### config.mk
export PLATFORM = sky130hd
export DESIGN_NAME = prog_clock_divider
export DESIGN_NICKNAME = d
export VERILOG_FILES = /design/src/rtl/clkdiv_pkg.sv /design/src/rtl/clkdiv_channel.sv /design/src/rtl/prog_clock_divider.sv
export SDC_FILE = /design/constraint.sdc
export NUM_CORES = 1
export LEC_CHECK = 0
export ABC_CLOCK_PERIOD_IN_PS = 4700
export BUFFER_PORTS_ARGS = -buffer_cell sky130_fd_sc_hd__buf_2
export CAP_MARGIN = 30
export CORE_MARGIN = 3
export CORE_UTILIZATION = 45
export CTS_CLUSTER_DIAMETER = 200
export CTS_CLUSTER_SIZE = 25
export DETAILED_ROUTE_END_ITERATION = 10
export PLACE_DENSITY = 0.67
export SLEW_MARGIN = 20
export SYNTH_ARGS = -nofsm -noshare
export SYNTH_HDL_FRONTEND = slang
export SYNTH_SLANG_ARGS = --single-unit
### constraint.sdc
create_clock -name inClock -period 4.7 [get_ports inClock]
set_clock_uncertainty 0.15 [all_clocks]
set_input_delay 0.235 -clock inClock [delete_from_list [all_inputs] [get_ports inClock]]
set_output_delay 0.235 -clock inClock [all_outputs]
set_load 0.01 [all_outputs]
### src/rtl/clkdiv_pkg.sv
`default_nettype none
// ============================================================================
// Module   : clkdiv_pkg
// Purpose  : Shared constants, clamp rules and helpers for prog_clock_divider.
// Revision : 1.0 - initial release
// ============================================================================
package clkdiv_pkg;

    localparam int DIV_W_DEFAULT  = 8;
    localparam int DIV_STOP       = 0;
    localparam int DIV_CLAMP_FROM = 1;
    localparam int DIV_MIN_RUN    = 2;
    localparam int HIGH_MIN       = 1;

    // What a channel does on the coming edge.
    typedef enum logic [1:0] {
        ACT_HOLD    = 2'd0,
        ACT_LOAD    = 2'd1,
        ACT_RESTART = 2'd2,
        ACT_COUNT   = 2'd3
    } ch_action_e;

    function automatic int ch_idx_w(input int n);
        return (n > 1) ? $clog2(n) : 1;
    endfunction

    function automatic int clamp_div(input int d);
        return (d == DIV_CLAMP_FROM) ? DIV_MIN_RUN : d;
    endfunction

    function automatic int default_high(input int d);
        return (d > 0) ? ((d - 1) / 2 + 1) : HIGH_MIN;
    endfunction

endpackage
`default_nettype wire

### src/rtl/clkdiv_channel.sv
`default_nettype none
// ============================================================================
// Module   : clkdiv_channel
// Purpose  : One divider channel with boundary-aligned divisor updates.
//            Programmable high-time when CLKDIV_DUTY_EN is defined.
// Revision : 1.0 - initial release
// ============================================================================
module clkdiv_channel
    import clkdiv_pkg::*;
#(
    parameter int DIV_W     = DIV_W_DEFAULT,
    parameter int RESET_DIV = 4
) (
    input  logic             clk,
    input  logic             rst,
    input  logic             i_sync,
    input  logic             i_wr,
    input  logic [DIV_W-1:0] i_wr_div,
`ifdef CLKDIV_DUTY_EN
    input  logic [DIV_W-1:0] i_wr_high,
`endif
    output logic             o_clk,
    output logic             o_tick,
    output logic             o_pending
);

    localparam int               c_RST_DIV_I = clamp_div(RESET_DIV);
    localparam logic [DIV_W-1:0] c_RST_DIV   = DIV_W'(c_RST_DIV_I);

    logic [DIV_W-1:0] r_div;
    logic [DIV_W-1:0] r_cnt;
    logic [DIV_W-1:0] r_pdiv;
    logic             r_pend;
    logic             r_clk;
    logic             r_tick;

    logic [DIV_W-1:0] w_new_div;
    logic [DIV_W-1:0] w_div_m1;
    logic [DIV_W-1:0] w_high_m1;
    logic             w_running;
    logic             w_wrap;
    logic             w_start;
    ch_action_e       w_act;

    assign w_new_div = (i_wr_div == DIV_W'(DIV_CLAMP_FROM)) ? DIV_W'(DIV_MIN_RUN) : i_wr_div;
    assign w_div_m1  = r_div - DIV_W'(1);
    assign w_running = (r_div >= DIV_W'(DIV_MIN_RUN));
    assign w_wrap    = w_running && (r_cnt == w_div_m1);
    // A restart only produces a pulse if the divisor it lands on is non-zero.
    assign w_start   = !r_pend || (r_pdiv != DIV_W'(DIV_STOP));

`ifdef CLKDIV_DUTY_EN
    localparam logic [DIV_W-1:0] c_RST_HIGH = DIV_W'(default_high(c_RST_DIV_I));

    logic [DIV_W-1:0] r_high;
    logic [DIV_W-1:0] r_phigh;
    logic [DIV_W-1:0] w_new_high;

    always_comb begin
        w_new_high = i_wr_high;
        if (i_wr_high == '0) begin
            w_new_high = DIV_W'(HIGH_MIN);
        end else if (i_wr_high >= w_new_div) begin
            w_new_high = w_new_div - DIV_W'(1);
        end
    end

    assign w_high_m1 = r_high - DIV_W'(1);
`else
    assign w_high_m1 = w_div_m1 >> 1;
`endif

    always_comb begin
        w_act = ACT_HOLD;
        if (!w_running) begin
            w_act = r_pend ? ACT_LOAD : ACT_HOLD;
        end else if (w_wrap || i_sync) begin
            w_act = ACT_RESTART;
        end else begin
            w_act = ACT_COUNT;
        end
    end

    always_ff @(posedge clk or posedge rst) begin
        if (rst) begin
            r_div   <= c_RST_DIV;
            r_cnt   <= '0;
            r_pdiv  <= '0;
            r_pend  <= 1'b0;
            r_clk   <= 1'b0;
            r_tick  <= 1'b0;
`ifdef CLKDIV_DUTY_EN
            r_high  <= c_RST_HIGH;
            r_phigh <= '0;
`endif
        end else begin
            // Acceptance requires r_pend low, so it never collides with an apply.
            if (i_wr) begin
                r_pend  <= 1'b1;
                r_pdiv  <= w_new_div;
`ifdef CLKDIV_DUTY_EN
                r_phigh <= w_new_high;
`endif
            end
            case (w_act)
                ACT_LOAD, ACT_RESTART: begin
                    r_cnt  <= '0;
                    r_clk  <= w_start;
                    r_tick <= w_start;
                    if (r_pend) begin
                        r_pend <= 1'b0;
                        r_div  <= r_pdiv;
`ifdef CLKDIV_DUTY_EN
                        r_high <= r_phigh;
`endif
                    end
                end
                ACT_COUNT: begin
                    r_cnt  <= r_cnt + DIV_W'(1);
                    r_tick <= 1'b0;
                    if (r_cnt == w_high_m1) begin
                        r_clk <= 1'b0;
                    end
                end
                default: begin
                    r_cnt  <= '0;
                    r_clk  <= 1'b0;
                    r_tick <= 1'b0;
                end
            endcase
        end
    end

    assign o_clk     = r_clk;
    assign o_tick    = r_tick;
    assign o_pending = r_pend;

endmodule
`default_nettype wire

### src/rtl/prog_clock_divider.sv
`default_nettype none
// ============================================================================
// Module   : prog_clock_divider
// Purpose  : NUM_CH programmable clock dividers with shared config port and
//            phase sync. Define CLKDIV_DUTY_EN for per-channel high-time.
// Revision : 1.0 - initial release
// ============================================================================
module prog_clock_divider
    import clkdiv_pkg::*;
#(
    parameter int NUM_CH    = 4,
    parameter int DIV_W     = DIV_W_DEFAULT,
    parameter int RESET_DIV = 4
) (
    input  logic                          inClock,
    input  logic                          reset,
    input  logic                          syncIn,
    input  logic                          cfgValid,
    output logic                          cfgReady,
    input  logic [ch_idx_w(NUM_CH)-1:0]   cfgChannel,
    input  logic [DIV_W-1:0]              cfgDivider,
`ifdef CLKDIV_DUTY_EN
    input  logic [DIV_W-1:0]              cfgHigh,
`endif
    output logic [NUM_CH-1:0]             outClock,
    output logic [NUM_CH-1:0]             tick,
    output logic [NUM_CH-1:0]             pending
);

    localparam int c_CH_W  = ch_idx_w(NUM_CH);
    localparam int c_PAD_W = 1 << c_CH_W;

    logic [c_PAD_W-1:0] w_pend_pad;
    logic [NUM_CH-1:0]  w_wr;
    logic               w_accept;

    // Unused indices read as "not pending", so out-of-range writes are taken and dropped.
    assign w_pend_pad = c_PAD_W'(pending);
    assign cfgReady   = !w_pend_pad[cfgChannel];
    assign w_accept   = cfgValid && cfgReady;

    generate
        for (genvar i = 0; i < NUM_CH; i++) begin : g_ch
            assign w_wr[i] = w_accept && (cfgChannel == c_CH_W'(i));

            clkdiv_channel #(
                .DIV_W     (DIV_W),
                .RESET_DIV (RESET_DIV)
            ) u_channel (
                .clk       (inClock),
                .rst       (reset),
                .i_sync    (syncIn),
                .i_wr      (w_wr[i]),
                .i_wr_div  (cfgDivider),
`ifdef CLKDIV_DUTY_EN
                .i_wr_high (cfgHigh),
`endif
                .o_clk     (outClock[i]),
                .o_tick    (tick[i]),
                .o_pending (pending[i])
            );
        end
    endgenerate

endmodule
`default_nettype wire

# After elaboration in Yosys (flattened, before gate mapping)
# Index checks and enable logic that the tools add are counted.
[classes] addsub=8 magnitude_cmp=5 eq_ne=28 muxes=43 n_reduce_logical=35
[ops] cell="$mux W8" n=5
[ops] cell="$add A8 B1 Y8 const B" n=4
[ops] cell="$eq A8 B7 Y1" n=4
[ops] cell="$eq A8 B8 Y1" n=4
[ops] cell="$ge A8 B2 Y1 const B" n=4
[ops] cell="$reduce_bool A8 Y1" n=4
[ops] cell="$sub A8 B1 Y8 const B" n=4
[ops] cell="$mux W1" n=29
[ops] cell="$eq A2 B2 Y1 const B" n=10
[ops] cell="$eq A2 B1 Y1 const B" n=5
[ops] cell="$logic_and A1 B1 Y1" n=9
[ops] cell="$eq A8 B1 Y1 const B" n=1
[ops] cell="$logic_or A1 B1 Y1" n=8
[ops] cell="$mux W2" n=4
[ops] cell="$ne A2 B1 Y1 const B" n=4
[ops] cell="$pmux W1 S2" n=4
[ops] cell="$reduce_and A2 Y1" n=4
[ops] cell="$reduce_or A2 Y1" n=4
[ops] cell="$logic_not A1 Y1" n=5
[ops] cell="$lt A2 B3 Y1 const B" n=1
[ops] cell="$bmux W1 S2" n=1
[ops] cell="$logic_not A2 Y1" n=1
[word_totals] reg_bits=108 wordCells=143

# Logic depth before layout (Yosys ltp)
[depth] depth_word=9 mapped_depth=13 mapped_depth_nobuf=12

# By module
# From an unflattened synthesis, not the netlist that was laid out.
[unflattened] cells_unflattened=615 area_unflattened_um2=6710.2
[by_module_without_submodules] mod="clkdiv_channel" n_inst=4 cells_each=152 area_per_inst_um2=1661.6 seq_area_each_um2=676.9
[by_module_without_submodules] mod="prog_clock_divider" n_inst=1 cells_each=7 area_per_inst_um2=63.8 seq_area_each_um2=0.0

# Least setup slack after synthesis
# Ideal clock, no wire load.
[synth_path] path_kind="flip-flop to flip-flop" startpoint="reg g_ch[0].u_channel.r_div[0]" endpoint="reg g_ch[0].u_channel.r_clk" setup_ns=0.125 arrival_time_ns=3.028 required_ns=4.425 slack_ns=1.397 stages_incl_launch_ff=14 path_buffers=1 path_cell_list="dfrtp_1 > inv_1 > ha_1 > or4b_2 > a21boi_0 > xor2_1 > nand4_1 > nor4_1 > a21oi_1 > ha_1 > clkbuf_1 > o31a_1 > a221oi_1 > mux2_2"
[synth_via] elab_chain_cells=9 elab_cells_between_ends=14 classes_between="add/sub (1); order compare (1); eq/ne (6); mux (3); reduce/logical (3)"
[synth_rtl] element="from (decl)" line_no="clkdiv_channel.sv:30" rtl="logic [DIV_W-1:0] r_div;"
[synth_rtl] element="from (signal assigned)" line_no="clkdiv_channel.sv:86" rtl="r_div <= c_RST_DIV;"
[synth_rtl] element="from (signal assigned)" line_no="clkdiv_channel.sv:112" rtl="r_div <= r_pdiv;"
[synth_rtl] element="$sub A8 B1 Y8" line_no="clkdiv_channel.sv:46" rtl="assign w_div_m1 = r_div - DIV_W'(1);"
[synth_rtl] element="$eq A8 B8 Y1" line_no="clkdiv_channel.sv:48" rtl="assign w_wrap = w_running && (r_cnt == w_div_m1);"
[synth_rtl] element="$logic_and A1 B1 Y1" line_no="clkdiv_channel.sv:48"
[synth_rtl] element="$logic_or A1 B1 Y1" line_no="clkdiv_channel.sv:77" rtl="end else if (w_wrap || i_sync) begin"
[synth_rtl] element="$mux W1" line_no="clkdiv_channel.sv:77"
[synth_rtl] element="$mux W2" line_no="clkdiv_channel.sv:75" rtl="if (!w_running) begin"
[synth_rtl] element="$eq A2 B1 Y1 / $eq A2 B2 Y1 (equally long branches)" line_no="clkdiv_channel.sv:105" rtl="case (w_act)"
[synth_rtl] element="$reduce_or A2 Y1" line_no="clkdiv_channel.sv:105"
[synth_rtl] element="$pmux W1 S2" line_no="clkdiv_channel.sv:105"
[synth_rtl] element="to (signal assigned)" line_no="clkdiv_channel.sv:108" rtl="r_clk <= w_start;"
[synth_rtl] element="to (decl)" line_no="clkdiv_channel.sv:34" rtl="logic r_clk;"
# Parallel ways exist; a longest one is shown, timed or not.
# A chain may end at the register's enable or synchronous reset.

# Worst setup path in the final report
# Same ends and word-level chain as after synthesis.

==> results.toml <==
[run_status]
status = "finished clean"

[global_route]
overflow = 0
grt_max_degree = 62
antenna_found_initial = 0
grt_pass1_wl_um = 21000
grt_use_total_pct = 17.6
grt_pass1_vias = 4404

[drt]
wl_um = 12200
wl_per_cell_um = 15.7
viasPerCell = 5.34
ant_nets = 0
drc_errors = 0
vias = 4135
first_iter_violations = 233
drtPass1Iterations = 4

[floorplanning]
io_pins = 27
core-area_um2 = 12900
start_util_pct = 47.0
rows = 41
die_h_um = 122
dieArea_um2 = 14900
die_x_um = 122

[critical_path]
worst-setup-path-type = "reg2reg"
r2r-start = "g_ch[0].u_channel.r_div[0]"
cpPeakStageDelay_ns = 0.64
crit_family = "simple AND/OR/NAND/NOR gates"
crit_start = "g_ch[0].u_channel.r_div[0]"
cp-endpoint = "g_ch[0].u_channel.o_clk"
critPathArrivalTime_ns = 3.66
start_kind = "register"
cp.depth = 12
path_buf_inv = 1
required_ns = 4.78
crit_chain = "inv_1, ha_1, or4b_2, a21boi_0, xor2_1, nand4_1, nor4_1, a21oi_1, ha_1, a21boi_0, a221oi_1, mux2_2"
r2r-end = "g_ch[0].u_channel.o_clk"
ff2ff_setup_slack_ns = 1.12
cp_max_fo = 11
crit_path_top_delay_cell = "or4b_2"
r2r_cells = 12
cp-end-kind = "register"

[cells_and_area]
final_nets = 629
stdcell_area_um2 = 6570
drive_above_1_share_pct = 15.6
antenna-diode-count = 0
syn_to_final_growth_pct = 8.18
fillers = 1180

[yosys]
synth_xor_area_share_pct = 15.1
synth_warnings = 0
synth_fa_ha_area_share_pct = 3.30
synth.net_count = 623
synthMuxAreaShare_pct = 9.37
synth_cell_types = 49
synth_top_area_share_pct = 42.8
synth-edff-count = 0
synth_top_cell_by_area = "dfrtp_1"
ys_seq_area_share_pct = 44.6
avgSynthCellArea_um2 = 10.2
synthArstFlopShare_pct = 100
synth-simple-area-share_pct = 17.9
syn_inst = 593
synth_top_family_by_area = "simple AND/OR/NAND/NOR gates"
ys.flop_type = "dfrtp_1"
synthesis.area_um2 = 6070
synth.area.top_cells = "dfrtp_1 43%, xnor2_1 9.1%, mux2_2 8.2%"
synth_compound_area_share_pct = 5.89
synth_seq_cells = 108

[sta]
min_period_over_period_pct = 76.1
rsz0062_at_grt = "no"
max_slew_margin_pct = 47.2
fin_setup_tns_ns = 0
worst_pin_slew_ns = 0.785
slew_violations = 0
fmax_mhz = 280
finalHoldViolations = 0
finalSetupViolCount = 0
post-route-min-period_ns = 3.58

[clock_network]
cts_buffers = 9
cts.sinks = 108
htreeDepth = 3
clock_tree.root_cell = "clkbuf_16"
cts_tree = "done"
ctsLongestPathBuffers = 2
clock_latency_ns = 0.35
clk_pin_slew_ns = 0.07
cts_resized = 0

[placement]
dp_hpwl_um = 8920
gp_congestion = 0.865
post_dp_cell_area_um2 = 6260
port_buffers = 26

[pwr]
power_density_nw_per_um2 = 641
ir_drop_v = 0.000384
power.share.switching_pct = 37.4
clkPwrFrac_pct = 18.8
intPower_mw = 2.64
comb_power_share_pct = 42.2
seqPwrFrac_pct = 39.0
power.leakage_nw = 2.98
p_sw_mw = 1.58

[worst_hold_path]
hp-class = "in2reg"
whs_path_depth = 3

[run]
drv_cap = 0
[worst reg2reg max path, stage by stage, from the launching register on]
cell	delay, ns
dfrtp_1	0.41
inv_1	0.12
ha_1	0.21
or4b_2	0.64
a21boi_0	0.17
xor2_1	0.14
nand4_1	0.10
nor4_1	0.27
a21oi_1	0.11
ha_1	0.29
a21boi_0	0.16
a221oi_1	0.34
mux2_2	0.37
[metal layers]
layer / vias to the layer above / part of all wire (%) / GRT usage (%)
met1: 2008 / 48 / 24.1
met5: - / 0 / 0
li1: 2023 / - / -
met2: 86 / 47 / 28.5
met3: 18 / 3.6 / 3.44
met4: 0 / 1.7 / 5.32
[worst min path at each step]
stage,endpoint,startpoint,slack [ns]
global route,g_ch[1].u_channel.r_pdiv[2],cfgDivider[2],0.02
CTS,g_ch[1].u_channel.r_pdiv[6],cfgDivider[6],0.01
floorplan,g_ch[0].u_channel.r_pdiv[2],cfgDivider[2],0.19
finish,g_ch[0].u_channel.r_pdiv[4],cfgDivider[4],0.03
global placement,g_ch[0].u_channel.r_cnt[1],reset,0.26
detailed placement,g_ch[0].u_channel.r_cnt[3],reset,0.28
[power groups by stage]
stage               Combinational (mW)  Sequential, mW  Clock, mW
finish                            1.78            1.64      0.792
CTS                               1.79            1.64      0.814
floorplan                         1.56            1.50          0
global placement                  1.71            1.64          0
detailed placement                1.77            1.66          0
global route                      1.99            1.70      0.853
[flip-flops by register name, indices dropped and copies added, names as in the netlist]
name / flops
g_ch.u_channel.r_div: 32
g_ch.u_channel.o_pending: 4
g_ch.u_channel.o_tick: 4
g_ch.u_channel.r_pdiv: 32
g_ch.u_channel.r_cnt: 32
g_ch.u_channel.o_clk: 4
[metrics by stage]
| stage | std cells | hold slack (ns) | util (%) | total power [mW] | setup slack (ns) |
|---|---|---|---|---|---|
| after detailed placement | 759 | 0.284 | 48.4 | 3.44 | 1.10 |
| after global placement | 759 | 0.260 | 48.4 | 3.35 | 1.19 |
| final | 775 | 0.0282 | 50.8 | 4.21 | 1.12 |
| after global routing | 775 | 0.0171 | 50.8 | 4.54 | 0.854 |
| after floorplan | 593 | 0.190 | - | 3.07 | 1.40 |
| after CTS | 775 | 0.0113 | 50.8 | 4.25 | 1.11 |
[repair_timing]
action,in CTS,in global routing
setup buffers,0,0
endpoints found under the setup margin,0,0
hold buffers,1,0
hold endpoints to repair,58,0
[layout make-up]
| type | instances | area (µm²) | area share, % |
|---|---|---|---|
| Timing Repair Buffer | 28 | 148 | 2.25 |
| Sequential cell | 108 | 2710 | 41.2 |
| Clock inverter | 3 | 65.1 | 0.990 |
| Tap cell | 172 | 215 | 3.27 |
| Inverter | 17 | 66.3 | 1.01 |
| Clock buffer | 12 | 236 | 3.60 |
| Multi-Input combinational cell | 435 | 3130 | 47.7 |
[cells in the mapped netlist, types with 2 or more instances]
cell       count
or4_1          5
buf_4         12
a21o_1         2
o31ai_1        3
ha_1          16
nand3b_1       4
a21oi_1        2
nand2b_1       4
nand2_1       81
or3b_2         2
or3_1          6
and3_1         8
dfstp_2        4
nor2_1        13
nor3_1        16
clkbuf_1      20
a41oi_1        2
mux2_2        44
nor3b_1        5
nand3_1       23
mux2i_1        4
dfrtp_1      104
a21boi_0       2
xor2_1        37
nand4_1        5
nor4_1         7
o41a_1         3
a31oi_1        3
o2111ai_1      2
o21ai_0       25
nor2b_1        6
and2_1        28
xnor2_1       63
inv_1         17
[cell usage in the layout, fill, tap and decap left out, types with 7 or more instances in the layout]
cell type	netlist	layout
nor3_1	16	16
nor4_1	7	7
nor2_1	13	13
and3_1	8	8
inv_1	17	16
mux2_2	44	44
nand2_1	81	81
ha_1	16	16
dfrtp_1	104	104
buf_2	1	26
o21ai_0	25	25
and2_1	28	28
clkbuf_16	0	9
xnor2_1	63	63
nand3_1	23	23
xor2_1	37	37
[cell families (layout without fill, tap and decap cells)]
| logic type | count (synthesis) | in the layout |
|---|---|---|
| AO/OA/AOI/OAI | 52 | 52 |
| XOR/XNOR | 102 | 102 |
| adder cells (fa/ha/maj) | 16 | 16 |
| buffers and inverters | 50 | 60 |
| flip-flops | 108 | 108 |
| multiplexers | 50 | 50 |
| AND/OR/NAND/NOR | 215 | 215 |
No activity file was read; power rests on OpenSTA's default activity.
